[config.mk]
export PLATFORM = sky130hd
export DESIGN_NAME = johnson_seq_ctrl
export DESIGN_NICKNAME = d
export VERILOG_FILES = /design/src/rtl/johnson_seq_pkg.sv /design/src/rtl/johnson_core.sv /design/src/rtl/johnson_seq_ctrl.sv
export SDC_FILE = /design/constraint.sdc
export NUM_CORES = 1
export LEC_CHECK = 0
export ABC_AREA = 1
export CAP_MARGIN = 20
export CORE_ASPECT_RATIO = 0.8
export CORE_MARGIN = 1
export CORE_UTILIZATION = 40
export DETAILED_ROUTE_END_ITERATION = 7
export SLEW_MARGIN = 0
export SYNTH_ARGS = -nofsm -noshare
export SYNTH_HDL_FRONTEND = slang
export SYNTH_SLANG_ARGS = --single-unit
[constraint.sdc]
create_clock -name clk -period 3.1 [get_ports clk]
set_input_delay 0.62 -clock clk [delete_from_list [all_inputs] [get_ports clk]]
set_output_delay 0.62 -clock clk [all_outputs]
set_load 0.05 [all_outputs]
[src/rtl/johnson_seq_pkg.sv]
// -----------------------------------------------------------------------------
// johnson_seq_pkg
// Shared definitions for the Johnson sequence controller:
//   - FSM state encodings (IDLE, RUN, PAUSE, DONE)
//   - seq_len(width)          : sequence length, 2*width
//   - johnson_next(q,dir,w)   : one Johnson step forward (dir=0) or reverse
//   - johnson_of_phase(p,w)   : the Johnson code sitting at forward index p
// Vectors are carried at MAX_W bits so the helpers serve any legal WIDTH;
// callers slice the low WIDTH bits.
// -----------------------------------------------------------------------------
package johnson_seq_pkg;

   localparam int MAX_W = 16;

   localparam logic [1:0] ST_IDLE  = 2'd0;
   localparam logic [1:0] ST_RUN   = 2'd1;
   localparam logic [1:0] ST_PAUSE = 2'd2;
   localparam logic [1:0] ST_DONE  = 2'd3;

   function automatic int seq_len(input int width);
      return 2 * width;
   endfunction

   // Forward shifts right and feeds ~q[0] into the top stage; reverse shifts
   // left and feeds ~q[top] into bit 0, which retraces the forward sequence.
   function automatic logic [MAX_W-1:0] johnson_next(input logic [MAX_W-1:0] q,
                                                    input logic             dir,
                                                    input int               width);
      logic [MAX_W-1:0] mask;
      logic [MAX_W-1:0] n;
      logic [3:0]       top;
      mask = MAX_W'((32'd1 << width) - 32'd1);
      top  = 4'(width - 1);
      if (!dir) begin
         n      = q >> 1;
         n[top] = ~q[0];
      end else begin
         n    = (q << 1) & mask;
         n[0] = ~q[top];
      end
      return n;
   endfunction

   // Index p < width: the top p stages are ones. Index p >= width: the ones
   // have drained from the top, leaving (2*width - p) ones at the bottom.
   function automatic logic [MAX_W-1:0] johnson_of_phase(input int p, input int width);
      int v;
      if (p < width) v = ((1 << p) - 1) << (width - p);
      else           v = (1 << (2 * width - p)) - 1;
      return MAX_W'(v);
   endfunction

endpackage

[src/rtl/johnson_core.sv]
// -----------------------------------------------------------------------------
// johnson_core
// WIDTH-stage Johnson register plus its forward phase index, updated together.
// Optional feature macro: JOHNSON_SEQ_DECODE_EN (adds phase_oh and forces any
// non-Johnson q back to zero).
// Ports:
//   clk       rising-edge clock
//   rst       synchronous active-high reset
//   en        take one step this edge
//   dir       0 = forward, 1 = reverse
//   clr       return q/phase to zero (wins over en)
//   q         Johnson counter state
//   phase     forward index of q, 0..2*WIDTH-1
//   phase_oh  registered one-hot of phase (JOHNSON_SEQ_DECODE_EN only)
// -----------------------------------------------------------------------------
module johnson_core
   import johnson_seq_pkg::*;
#(
   parameter  int WIDTH = 4,
   localparam int PH_W  = $clog2(2 * WIDTH)
) (
   input  logic               clk,
   input  logic               rst,
   input  logic               en,
   input  logic               dir,
   input  logic               clr,
   output logic [WIDTH-1:0]   q,
   output logic [PH_W-1:0]    phase
`ifdef JOHNSON_SEQ_DECODE_EN
   ,
   output logic [2*WIDTH-1:0] phase_oh
`endif
);

   localparam int              LEN     = seq_len(WIDTH);
   localparam logic [PH_W-1:0] PH_LAST = PH_W'(LEN - 1);

   logic [MAX_W-1:0] next_wide;
   logic [WIDTH-1:0] q_step;
   logic [PH_W-1:0]  phase_step;
   logic             zero_now;

   assign next_wide = johnson_next(MAX_W'(q), dir, WIDTH);
   assign q_step    = next_wide[WIDTH-1:0];

   // NOTE: every always_comb output gets a default on entry so no path can
   // leave it unassigned and infer a latch.
   always_comb begin
      phase_step = phase;
      if (!dir) phase_step = (phase == PH_LAST) ? '0 : phase + 1'b1;
      else      phase_step = (phase == '0) ? PH_LAST : phase - 1'b1;
   end

`ifdef JOHNSON_SEQ_DECODE_EN
   // q must always equal the code implied by phase; anything else is an
   // upset and the pair is resynchronised to index 0.
   logic [MAX_W-1:0] q_ref;
   assign q_ref    = johnson_of_phase(int'(phase), WIDTH);
   assign zero_now = clr | (q != q_ref[WIDTH-1:0]);
`else
   assign zero_now = clr;
`endif

   // NOTE: sequential state is written with non-blocking assignments only, so
   // every register samples pre-edge values regardless of block ordering.
   always_ff @(posedge clk) begin
      if (rst || zero_now) begin
         q     <= '0;
         phase <= '0;
`ifdef JOHNSON_SEQ_DECODE_EN
         phase_oh <= LEN'(1);
`endif
      end else if (en) begin
         q     <= q_step;
         phase <= phase_step;
`ifdef JOHNSON_SEQ_DECODE_EN
         phase_oh <= LEN'(1) << phase_step;
`endif
      end
   end

endmodule

[src/rtl/johnson_seq_ctrl.sv]
// -----------------------------------------------------------------------------
// johnson_seq_ctrl
// Start/stop/pause sequencer around a WIDTH-bit Johnson counter with direction
// select, programmable step count and a one-cycle done pulse.
// Optional feature macro: JOHNSON_SEQ_DECODE_EN (adds phase_oh output and an
// illegal-state recovery inside the core).
// Ports:
//   clk       rising-edge clock
//   rst       synchronous active-high reset
//   start     begin a run (ignored while busy); latches dir and step_cnt
//   stop      abort a run in RUN/PAUSE; highest priority after rst
//   pause     level hold while running
//   dir       0 = forward, 1 = reverse
//   step_cnt  steps per run, 0 = free-run until stop
//   clr       zero q/phase, honoured only in IDLE or DONE
//   q         Johnson counter state
//   phase     forward index of q
//   busy      high in RUN or PAUSE
//   done      one-cycle pulse at the end of a counted run
//   phase_oh  one-hot phase (JOHNSON_SEQ_DECODE_EN only)
// -----------------------------------------------------------------------------
module johnson_seq_ctrl
   import johnson_seq_pkg::*;
#(
   parameter  int WIDTH = 4,
   parameter  int CNT_W = 8,
   localparam int PH_W  = $clog2(2 * WIDTH)
) (
   input  logic               clk,
   input  logic               rst,
   input  logic               start,
   input  logic               stop,
   input  logic               pause,
   input  logic               dir,
   input  logic [CNT_W-1:0]   step_cnt,
   input  logic               clr,
   output logic [WIDTH-1:0]   q,
   output logic [PH_W-1:0]    phase,
   output logic               busy,
   output logic               done
`ifdef JOHNSON_SEQ_DECODE_EN
   ,
   output logic [2*WIDTH-1:0] phase_oh
`endif
);

   logic [1:0]       state, state_n;
   logic [CNT_W-1:0] remaining, remaining_n;
   logic             dir_lat, dir_lat_n;
   logic             counted, counted_n;
   logic             step_en;
   logic             core_clr;

   always_comb begin
      state_n     = state;
      remaining_n = remaining;
      dir_lat_n   = dir_lat;
      counted_n   = counted;
      step_en     = 1'b0;
      case (state)
         ST_IDLE, ST_DONE: begin
            if (start) begin
               state_n     = ST_RUN;
               dir_lat_n   = dir;
               remaining_n = step_cnt;
               counted_n   = |step_cnt;
            end else begin
               state_n = ST_IDLE;
            end
         end
         ST_RUN: begin
            // The final step leaves remaining at 0; DONE is entered on the
            // edge after it, without stepping again.
            if (stop)                                state_n = ST_IDLE;
            else if (counted && remaining == '0)     state_n = ST_DONE;
            else if (pause)                          state_n = ST_PAUSE;
            else begin
               step_en = 1'b1;
               if (counted) remaining_n = remaining - 1'b1;
            end
         end
         ST_PAUSE: begin
            if (stop)        state_n = ST_IDLE;
            else if (!pause) state_n = ST_RUN;
         end
         default: state_n = ST_IDLE;
      endcase
   end

   always_ff @(posedge clk) begin
      if (rst) begin
         state     <= ST_IDLE;
         remaining <= '0;
         dir_lat   <= 1'b0;
         counted   <= 1'b0;
      end else begin
         state     <= state_n;
         remaining <= remaining_n;
         dir_lat   <= dir_lat_n;
         counted   <= counted_n;
      end
   end

   // clr in the same cycle as start still lands, so the new run starts at 0.
   assign core_clr = clr & ((state == ST_IDLE) | (state == ST_DONE));
   assign busy     = (state == ST_RUN) | (state == ST_PAUSE);
   assign done     = (state == ST_DONE);

   johnson_core #(
      .WIDTH (WIDTH)
   ) u_core (
      .clk      (clk),
      .rst      (rst),
      .en       (step_en),
      .dir      (dir_lat),
      .clr      (core_clr),
      .q        (q),
      .phase    (phase)
`ifdef JOHNSON_SEQ_DECODE_EN
      ,
      .phase_oh (phase_oh)
`endif
   );

endmodule

==> impl_metrics.py <==
metrics = {
    "run_status": {
        "status": "finished, final reports clean",
    },
    "logic_synthesis": {
        "yosysSeqAreaShare_pct": 30.6,
        "syn_area_um2": 1240,
        "avgSynthCellArea_um2": 6.75,
        "yosysWarnings": 0,
        "ys_seq_elements": 19,
        "synth_cell_types": 23,
        "syn_inst": 184,
        "synth_nets": 207,
    },
    "drt": {
        "drc": 0,
        "drt_wl_total_um": 3040,
        "vias_per_cell": 5.15,
        "drt_first_pass_iters": 5,
        "drtAntennaViolNets": 0,
        "wire_per_inst_um": 12.3,
        "drt_iter0_markers": 59,
        "vias": 1278,
    },
    "place": {
        "routabilityCongestion": 0.823,
        "port_buffers": 23,
        "dpl.hpwl_um": 2350,
        "dp_cells": 244,
        "dpl_cell_area_um2": 1510,
    },
    "sta": {
        "finClkSkew_ns": 0.00390,
        "hold_ws_ns": 0.487,
        "finalCriticalPeriod_ns": 2.56,
        "fin_crit_sh_pct": 82.4,
        "grt_setup_unrepaired": "no",
        "fin_setup_tns_ns": 0,
        "max_freq_ghz": 0.391,
        "hold_viol_final": 0,
        "setup_viol": 0,
        "finalMaxSlewViolations": 0,
        "slew_headroom_pct": 60.1,
        "tightestPinTransition_ns": 0.599,
    },
    "cts": {
        "clockRootBuffer": "clkbuf_8",
        "clk_path_buf_depth": 2,
        "cts_tree": "done",
        "clk-insertion-delay-late_ns": 0.26,
        "cts.sink_count": 19,
        "ctsHoldBuffers": 0,
        "path_clk_slew_ns": 0.07,
        "cts_made_buffers": 3,
        "cts.repair.resized": 0,
        "cts_setup_buffers": 0,
        "htreeDepth": 1,
    },
    "power": {
        "seq_power_share_pct": 35.4,
        "p_switching_uw": 378,
        "p_per_area_nw_per_um2": 572,
        "ir_drop_uv": 364,
        "clkPwrFrac_pct": 19.7,
        "power_frac_comb_pct": 44.8,
        "p_leak_uw": 0.000680,
        "intPower_uw": 510,
        "p_sw_share_pct": 42.6,
        "p_total_uw": 888,
    },
    "cells_and_area": {
        "diodes": 0,
        "drive_above_1_share_pct": 7.62,
        "layout.nets": 234,
        "areaGrowthSynthToFinish_pct": 25.1,
        "layout.cells.non_filler": 248,
        "finish.instance_area_um2": 1550,
    },
    "min_path": {
        "worstHoldPathType": "reg -> reg",
        "min_from": "remaining[7]$_SDFFE_PP0P_",
        "min_to": "remaining[7]$_SDFFE_PP0P_",
        "worstHoldPathCells": 2,
    },
    "floorplanning": {
        "dieHeight_um": 51.8,
        "core_um2": 2850,
        "row_count": 17,
        "io_pins": 24,
        "die_w_um": 64.3,
        "die-area_um2": 3330,
        "start_util_pct": 43.5,
    },
    "critical_path": {
        "crit_type": "reg -> out",
        "reg2reg_from": "state[0]$_SDFFE_PP0P_",
        "rrSetupSlack_ns": 1.19,
        "crit_family": "buffers and inverters",
        "r2r_end": "remaining[0]$_SDFFE_PP0P_",
        "ff2ff_path_depth": 6,
        "critPathRequiredTime_ns": 2.48,
        "crit_arrival_ns": 1.94,
        "critPathLaunch": "state[0]$_SDFFE_PP0P_",
        "crit_buf_inv": 3,
        "start_kind": "flop",
        "cp_max_fo": 4,
        "crit_path_cell_trace": "inv_1 -> ha_1 -> inv_2 -> clkdlybuf4s50_1",
        "critical-path-max-stage-delay_ns": 0.80,
        "slowest_stage": "clkdlybuf4s50_1",
        "cp-end-kind": "primary output",
    },
    "job": {
        "cap_violations": 0,
    },
    "global_routing": {
        "grt_use_total_pct": 20.1,
        "grt_pass1_wl_um": 5060,
        "antenna_found_initial": 0,
        "grt-ovfl-total": 0,
        "grt_max_degree": 14,
        "grt_pass1_vias": 1180,
    },
}
==> metal layers <==
layer / vias up / track usage, % / share of wire, %
met5: - / 0 / 0
met4: 0 / 4.07 / 0.30
met3: 2 / 4.17 / 5.7
met2: 40 / 32.8 / 44
met1: 584 / 27.3 / 50
li1: 652 / - / -
==> worst max-delay path by stage <==
stage | end | slack, ns | cells past startpoint
after floorplan | u_core.phase[0]$_SDFFE_PP0P_ | 1.41 | 7
after global placement | busy | 0.88 | 4
after detailed placement | busy | 0.82 | 4
after CTS | busy | 0.53 | 4
after global routing | busy | 0.48 | 4
final | busy | 0.54 | 4
==> stage by stage <==
stage | setup slack [ns] | utilization [%]
4_1_cts | 0.531 | 54.5
3_5_place_dp | 0.819 | 52.9
3_3_place_gp | 0.880 | 52.9
6_report | 0.545 | 54.5
2_1_floorplan | 1.41 | -
5_1_grt | 0.481 | 54.5
==> worst min-delay path, cell delays in order (launching register included) <==
cell     delay, ns
dfxtp_1       0.33
nand2_1       0.06
a21oi_1       0.05
==> sequential cells by signal (all words and copies together), names as in the netlist <==
signal / cells
u_core.q: 4
remaining: 8
dir_lat: 1
state: 2
counted: 1
u_core.phase: 3
==> power groups by stage <==
stage          sequential (uW)  combinational [uW]  clock (uW)
3_5_place_dp               320                 391           0
6_report                   315                 398         175
5_1_grt                    319                 448         193
3_3_place_gp               319                 380           0
2_1_floorplan              322                 285           0
4_1_cts                    314                 393         184
==> cell families (layout without fill, tap and decap cells) <==
kind of cell	count (synthesis)	count (layout)	synth area share, %
fa+ha+maj	8	8	8.06
mux	1	1	0.806
flops	19	19	30.6
simple gates	81	81	29.5
buf+inv	28	54	9.07
xor+xnor	2	2	1.41
compound gates	45	45	20.5
==> synth_stat cells <==
master / count / area, um2
nand3_1: 10 / 50.1
mux2i_1: 1 / 10.0
nor4_1: 2 / 12.5
nor2_1: 18 / 67.6
or2_1: 1 / 6.26
inv_2: 4 / 15.0
buf_6: 1 / 11.3
nand2_4: 3 / 33.8
o21ai_0: 26 / 130
o21a_1: 1 / 7.51
xor2_1: 2 / 17.5
a21oi_4: 2 / 32.5
dfxtp_1: 19 / 380
ha_1: 8 / 100
nand4_1: 2 / 12.5
nor2_2: 1 / 6.26
a21oi_1: 13 / 65.1
clkinv_1: 1 / 3.75
nand2_1: 41 / 154
nand2_2: 2 / 12.5
a31oi_1: 3 / 18.8
inv_1: 22 / 82.6
nor2_4: 1 / 11.3
==> layout by cell type (no fill, tap or decap), drive strengths merged <==
master / count
nand3: 10
o21ai: 26
o21a: 1
nand4: 2
clkbuf: 4
nor4: 2
or2: 1
nor2: 20
dfxtp: 19
xor2: 2
inv: 26
clkinv: 1
a31oi: 3
ha: 8
a21oi: 15
clkdlybuf4s50: 23
mux2i: 1
nand2: 46
==> final cells by class <==
| class | count | area [um2] |
|---|---|---|
| clock buffer | 4 | 45.0 |
| fill | 304 | 1300 |
| inverter | 27 | 101 |
| multi-input combinational | 137 | 748 |
| sequential | 19 | 380 |
| tap | 38 | 47.5 |
| timing repair buffer | 23 | 230 |
Note: power is estimated with default switching activity, not from simulation.
